## src/rtl/pattern_capture_buffer_pkg.sv

```systemverilog
// Shared types and constants for the pattern capture buffer: FSM state encoding,
// default widths and the pointer-width helper.
package pattern_pkg;

  typedef enum logic [1:0] {
    IDLE    = 2'd0,
    ARMED   = 2'd1,
    CAPTURE = 2'd2,
    DONE    = 2'd3
  } cap_state_t;

  localparam int PAT_W_DEF = 3;
  localparam int DEPTH_DEF = 8;

  // One extra bit so a pointer can hold DEPTH itself (full / fully drained).
  function automatic int ptr_w(input int depth);
    return $clog2(depth) + 1;
  endfunction

endpackage

```

## src/rtl/pattern_capture_buffer_capture_ram.sv

```systemverilog
// DEPTH x PAT_W sample store: synchronous write port, registered read port
// whose output holds its last value when no read is issued.
module capture_ram
  import pattern_pkg::*;
#(
  parameter int  PAT_W = PAT_W_DEF,
  parameter int  DEPTH = DEPTH_DEF,
  localparam int AW    = $clog2(DEPTH)
) (
  input  logic             clk,
  input  logic             reset,
  input  logic             wr_en,
  input  logic [AW-1:0]    wr_addr,
  input  logic [PAT_W-1:0] wr_data,
  input  logic             rd_en,
  input  logic [AW-1:0]    rd_addr,
  output logic [PAT_W-1:0] rd_data
);

  logic [PAT_W-1:0] mem [DEPTH];

  // Storage is not reset; its contents only matter after a full capture.
  always_ff @(posedge clk) begin
    if (wr_en) begin
      mem[wr_addr] <= wr_data;
    end
  end

  always_ff @(posedge clk or negedge reset) begin
    if (!reset) begin
      rd_data <= '0;
    end else if (rd_en) begin
      rd_data <= mem[rd_addr];
    end
  end

endmodule

```

## src/rtl/pattern_capture_buffer.sv

```systemverilog
// Arms on request, waits for the analyzer match flag, snapshots DEPTH pattern
// samples starting at the trigger cycle, then drains them through a read port.
module pattern_capture_buffer
  import pattern_pkg::*;
#(
  parameter int PAT_W       = PAT_W_DEF,
  parameter int DEPTH       = DEPTH_DEF,
  parameter int TIMEOUT_CYC = 255,
  parameter int CNT_W       = 8
) (
  input  logic             clk,
  input  logic             reset,
  input  logic             arm,
  input  logic             abort,
  input  logic [PAT_W-1:0] pattern_in,
  input  logic             match_in,
  input  logic             rd_en,
  output logic [PAT_W-1:0] rd_data,
  output logic             rd_valid,
  output logic [1:0]       state_o,
  output logic             done,
  output logic             timeout,
  output logic [CNT_W-1:0] match_count
);

  localparam int PW = ptr_w(DEPTH);
  localparam int AW = $clog2(DEPTH);
  localparam int TW = $clog2(TIMEOUT_CYC + 1);

  localparam logic [PW-1:0]    LAST_ENTRY  = PW'(DEPTH - 1);
  localparam logic [PW-1:0]    ALL_ENTRIES = PW'(DEPTH);
  localparam logic [TW-1:0]    TIMER_LAST  = TW'(TIMEOUT_CYC - 1);
  localparam logic [CNT_W-1:0] CNT_MAX     = '1;

  cap_state_t    state;
  cap_state_t    state_nxt;
  logic [PW-1:0] wr_ptr;
  logic [PW-1:0] rd_ptr;
  logic [TW-1:0] timer;

  logic wr_en;
  logic rd_fire;
  logic expire;
  logic start;
  logic count_en;

  // Read handshake: rd_en is a per-cycle request sampled at the clock edge.
  // A request accepted in DONE (entries remaining, no abort) returns the
  // oldest unread entry on rd_data with rd_valid=1 exactly one cycle later.
  // Any other request is dropped and rd_valid is 0 in the following cycle.

  always_ff @(posedge clk or negedge reset) begin
    if (!reset) begin
      state <= IDLE;
    end else begin
      state <= state_nxt;
    end
  end

  always_comb begin
    state_nxt = state;
    wr_en     = 1'b0;
    rd_fire   = 1'b0;
    expire    = 1'b0;
    if (abort) begin
      state_nxt = IDLE;
    end else begin
      case (state)
        IDLE: begin
          if (arm) begin
            state_nxt = ARMED;
          end
        end
        ARMED: begin
          // A match on the expiry cycle still triggers the capture.
          if (match_in) begin
            state_nxt = CAPTURE;
            wr_en     = 1'b1;
          end else if (timer == TIMER_LAST) begin
            state_nxt = IDLE;
            expire    = 1'b1;
          end
        end
        CAPTURE: begin
          wr_en = 1'b1;
          if (wr_ptr == LAST_ENTRY) begin
            state_nxt = DONE;
          end
        end
        DONE: begin
          if (rd_en && (rd_ptr != ALL_ENTRIES)) begin
            rd_fire = 1'b1;
            if (rd_ptr == LAST_ENTRY) begin
              state_nxt = IDLE;
            end
          end
        end
        default: state_nxt = IDLE;
      endcase
    end
  end

  assign start    = !abort && (state == IDLE) && arm;
  assign count_en = !abort && match_in && ((state == ARMED) || (state == CAPTURE));

  always_ff @(posedge clk or negedge reset) begin
    if (!reset) begin
      wr_ptr      <= '0;
      rd_ptr      <= '0;
      timer       <= '0;
      rd_valid    <= 1'b0;
      timeout     <= 1'b0;
      match_count <= '0;
    end else begin
      rd_valid <= rd_fire;
      if (wr_en) begin
        wr_ptr <= wr_ptr + 1'b1;
      end
      if (rd_fire) begin
        rd_ptr <= rd_ptr + 1'b1;
      end
      if (state == ARMED) begin
        timer <= timer + 1'b1;
      end
      if (expire) begin
        timeout <= 1'b1;
      end
      if (count_en && (match_count != CNT_MAX)) begin
        match_count <= match_count + 1'b1;
      end
      // A new window starts from a clean slate.
      if (start) begin
        wr_ptr      <= '0;
        rd_ptr      <= '0;
        timer       <= '0;
        timeout     <= 1'b0;
        match_count <= '0;
      end
      // Abort drops the window but keeps the sticky status for the host.
      if (abort) begin
        wr_ptr <= '0;
        rd_ptr <= '0;
        timer  <= '0;
      end
    end
  end

  capture_ram #(
    .PAT_W (PAT_W),
    .DEPTH (DEPTH)
  ) u_ram (
    .clk     (clk),
    .reset   (reset),
    .wr_en   (wr_en),
    .wr_addr (wr_ptr[AW-1:0]),
    .wr_data (pattern_in),
    .rd_en   (rd_fire),
    .rd_addr (rd_ptr[AW-1:0]),
    .rd_data (rd_data)
  );

  assign state_o = state;
  assign done    = (state == DONE);

endmodule

```

## config.mk

```make
export PLATFORM = sky130hd
export DESIGN_NAME = pattern_capture_buffer
export DESIGN_NICKNAME = d
export VERILOG_FILES = /design/src/rtl/pattern_capture_buffer_pkg.sv /design/src/rtl/pattern_capture_buffer_capture_ram.sv /design/src/rtl/pattern_capture_buffer.sv
export SDC_FILE = /design/constraint.sdc
export NUM_CORES = 1
export LEC_CHECK = 0
export ABC_AREA = 1
export CORE_MARGIN = 3
export CORE_UTILIZATION = 50
export DETAILED_ROUTE_END_ITERATION = 7
export PLACE_DENSITY = 0.71
export SETUP_SLACK_MARGIN = 0.2
export SLEW_MARGIN = 15
export SYNTH_ARGS = -nofsm -noshare
export SYNTH_HDL_FRONTEND = slang
export SYNTH_SLANG_ARGS = --single-unit
export TNS_END_PERCENT = 50
```

## constraint.sdc

```tcl
create_clock -name clk -period 2.5 [get_ports clk]
set_input_delay 0.625 -clock clk [delete_from_list [all_inputs] [get_ports clk]]
set_output_delay 0.625 -clock clk [all_outputs]
set_load 0.005 [all_outputs]
```

==> metrics.yaml <==
worst_hold_path:
  whs_path_depth: 2
  min_to: "u_ram.rd_data[2]$_DFFE_PN0P_"
  hold_path.class: "reg -> reg"
  worstHoldStart: "u_ram.rd_data[2]$_DFFE_PN0P_"
timing:
  tns_ns: 0
  fin_crit_sh_pct: 86.9
  relSlewSlack_pct: 71.6
  hold_viol_final: 0
  max_freq_ghz: 0.460
  fin_worst_skew_ns: 0.00324
  holdWs_ns: 0.486
  setup_ws_ns: 0.328
  fin_crit_ns: 2.17
  rsz0062_at_grt: "no"
  setup_viol: 0
  worst_slew_pin_slew_ns: 0.425
  final-max-slew-violation-count: 0
clock_tree:
  cts_resized: 0
  h-tree-depth: 2
  numCtsBuffers: 5
  clkTransAtPathRegs_ns: 0.09
  cts_tree: "done"
  cts_sinks: 55
  root_buffer: "clkbuf_8"
  cts_setup_buffers: 0
  clock_path_buffers: 2
  clk_latency_ns: 0.30
  holdBufCountCts: 0
synth:
  synth.yosys.seq_area_share_pct: 54.1
  yosys.area.top_type: "dfrtp_1"
  synth_warnings: 0
  synth_edf_count: 24
  synthFlopType: "dfrtp_1"
  synth_top_area_share_pct: 28.1
  synth.cell_area_sq_um: 2770
  ys_seq_elements: 55
  synthTopCellsByArea: "dfrtp_1, edfxtp_1, nand2_1"
  synth_fp_nets: 329
  synthArstFlopShare_pct: 56.4
  synth.avg_cell_area_sq_um: 8.95
  syn-instance-count: 309
  synthDistinctLibCells: 31
final_layout:
  final_common_cell: "nand2_1"
  final_cells: 411
  nets: 360
  syn_to_final_growth_pct: 15.1
  postLayoutCoreUtil_pct: 60.8
  final_cell_mix: "nand2_1, nor2_1, inv_1"
  antenna_cells: 0
  final_cell_area_sq_um: 3180
  drive_above_1_share_pct: 8.21
place:
  port_buffers: 24
  dp_cells: 403
  placed_area_sq_um: 3100
  dp_slack_ns: 0.156
  place_congestion: 0.795
  dp_hpwl_um: 4140
floorplanning:
  dieArea_sq_um: 6460
  die_h_um: 80.4
  core_sq_um: 5240
  num_rows: 26
  fp.dieW_um: 80.4
  start_util_pct: 52.8
  io_pins: 25
global_route:
  grt_max_degree: 32
  gr-total-overflow: 0
  grt_pass1_wl_um: 9030
  grt_usage_pct: 18.2
  antenna_found_initial: 0
  grt_pass1_vias: 1968
power_and_ir_drop:
  leakagePower_nw: 1.36
  power_mw: 2.04
  vdd_ir_drop_max_uv: 284
  cellPowerDensity_nw_per_um2: 640
critical_path:
  worst_setup_path_end_kind: "primary output"
  worstPathMaxFanout: 5
  critPathRequiredTime_ns: 1.88
  start_kind: "flop"
  reg2reg_from: "state_o[1]$_DFFE_PN0P_"
  crit_type: "reg -> out"
  ff2ff_setup_slack_ns: 0.45
  worstRegToRegCells: 6
  worstPathArrival_ns: 1.55
  r2r_end: "u_ram.mem[6][2]$_DFFE_PP_"
detailed_routing:
  ant_nets: 0
  wl_um: 5460
  drt_first_pass_iters: 4
  wire_per_inst_um: 13.3
  route.detailed.drc: 0
  vias: 2108
  drtIter0Drc: 106
  vias_per_cell: 5.13
run:
  maxCapViolations: 0
outcome:
  status: "completed"
## cell usage after synthesis, types with 2 or more instances
cell type / number
inv_1: 35
inv_2: 3
nor3_1: 6
nand2_4: 2
ha_1: 11
a21oi_1: 13
nand3_2: 2
nand4_1: 2
nand3_1: 27
o211ai_1: 3
dfrtp_1: 31
o21ai_1: 4
xnor2_1: 2
buf_2: 3
nor2_1: 51
nor2_4: 2
nand2_2: 3
o21ai_0: 14
xor2_1: 2
edfxtp_1: 24
nand2_1: 59
## worst max-delay path, cell delays in order, from the launching register on
cell and delay, ns:
dfrtp_1 0.44, ha_1 0.28, clkdlybuf4s50_1 0.53
## flip-flops by register name (all words and copies together), names as in the netlist
name / flops
u_ram.mem: 24
match_count: 8
timer: 8
rd_ptr: 4
wr_ptr: 4
u_ram.rd_data: 3
state_o: 2
rd_valid: 1
timeout: 1
## kinds of logic (layout without fill, tap and decap cells)
logic type / after synthesis / in the layout / synth area share [%]
flops: 55 / 55 / 54.1
xor+xnor: 4 / 4 / 1.27
compound gates: 39 / 39 / 7.83
fa+ha+maj: 11 / 11 / 4.98
simple gates: 157 / 157 / 25.5
buf+inv: 43 / 75 / 6.33
## cell type report
class                   instances  area, sq um
well taps                      70         87.6
clock buffers                   6         72.6
repair buffers                 28          270
multi-input cells             211         1090
clock inverters                 2         12.5
fillers                       461         2060
flip-flops and latches         55         1500
inverters                      39          149
## metal layers
layer	wire length [um]	global-route usage [%]	vias up	share of wire (%)
met1	2540	24.6	991	47
met3	234	2.80	4	4.3
met5	0	0	-	0
li1	-	-	1071	-
met4	53	6.08	0	0.97
met2	2620	29.7	42	48
## report_power, final
| part | internal [mW] | switching [mW] | leakage [nW] |
|---|---|---|---|
| sequential | 1.01 | 0.0651 | 0.643 |
| clock | 0.197 | 0.282 | 0.0412 |
| combinational | 0.208 | 0.279 | 0.680 |
## worst max-delay path by stage
stage / slack [ns] / endpoint / depth (start not counted) / from
3_3_place_gp: 0.23 / u_ram.mem[6][0]$_DFFE_PP_ / 5 / match_in
4_1_cts: 0.32 / done / 2 / state_o[1]$_DFFE_PN0P_
3_5_place_dp: 0.16 / u_ram.mem[5][1]$_DFFE_PP_ / 5 / match_in
6_report: 0.33 / done / 2 / state_o[1]$_DFFE_PN0P_
5_1_grt: 0.26 / done / 2 / state_o[1]$_DFFE_PN0P_
2_1_floorplan: 0.79 / u_ram.mem[3][0]$_DFFE_PP_ / 6 / state_o[1]$_DFFE_PN0P_
No activity file was read; power rests on OpenSTA's default activity.
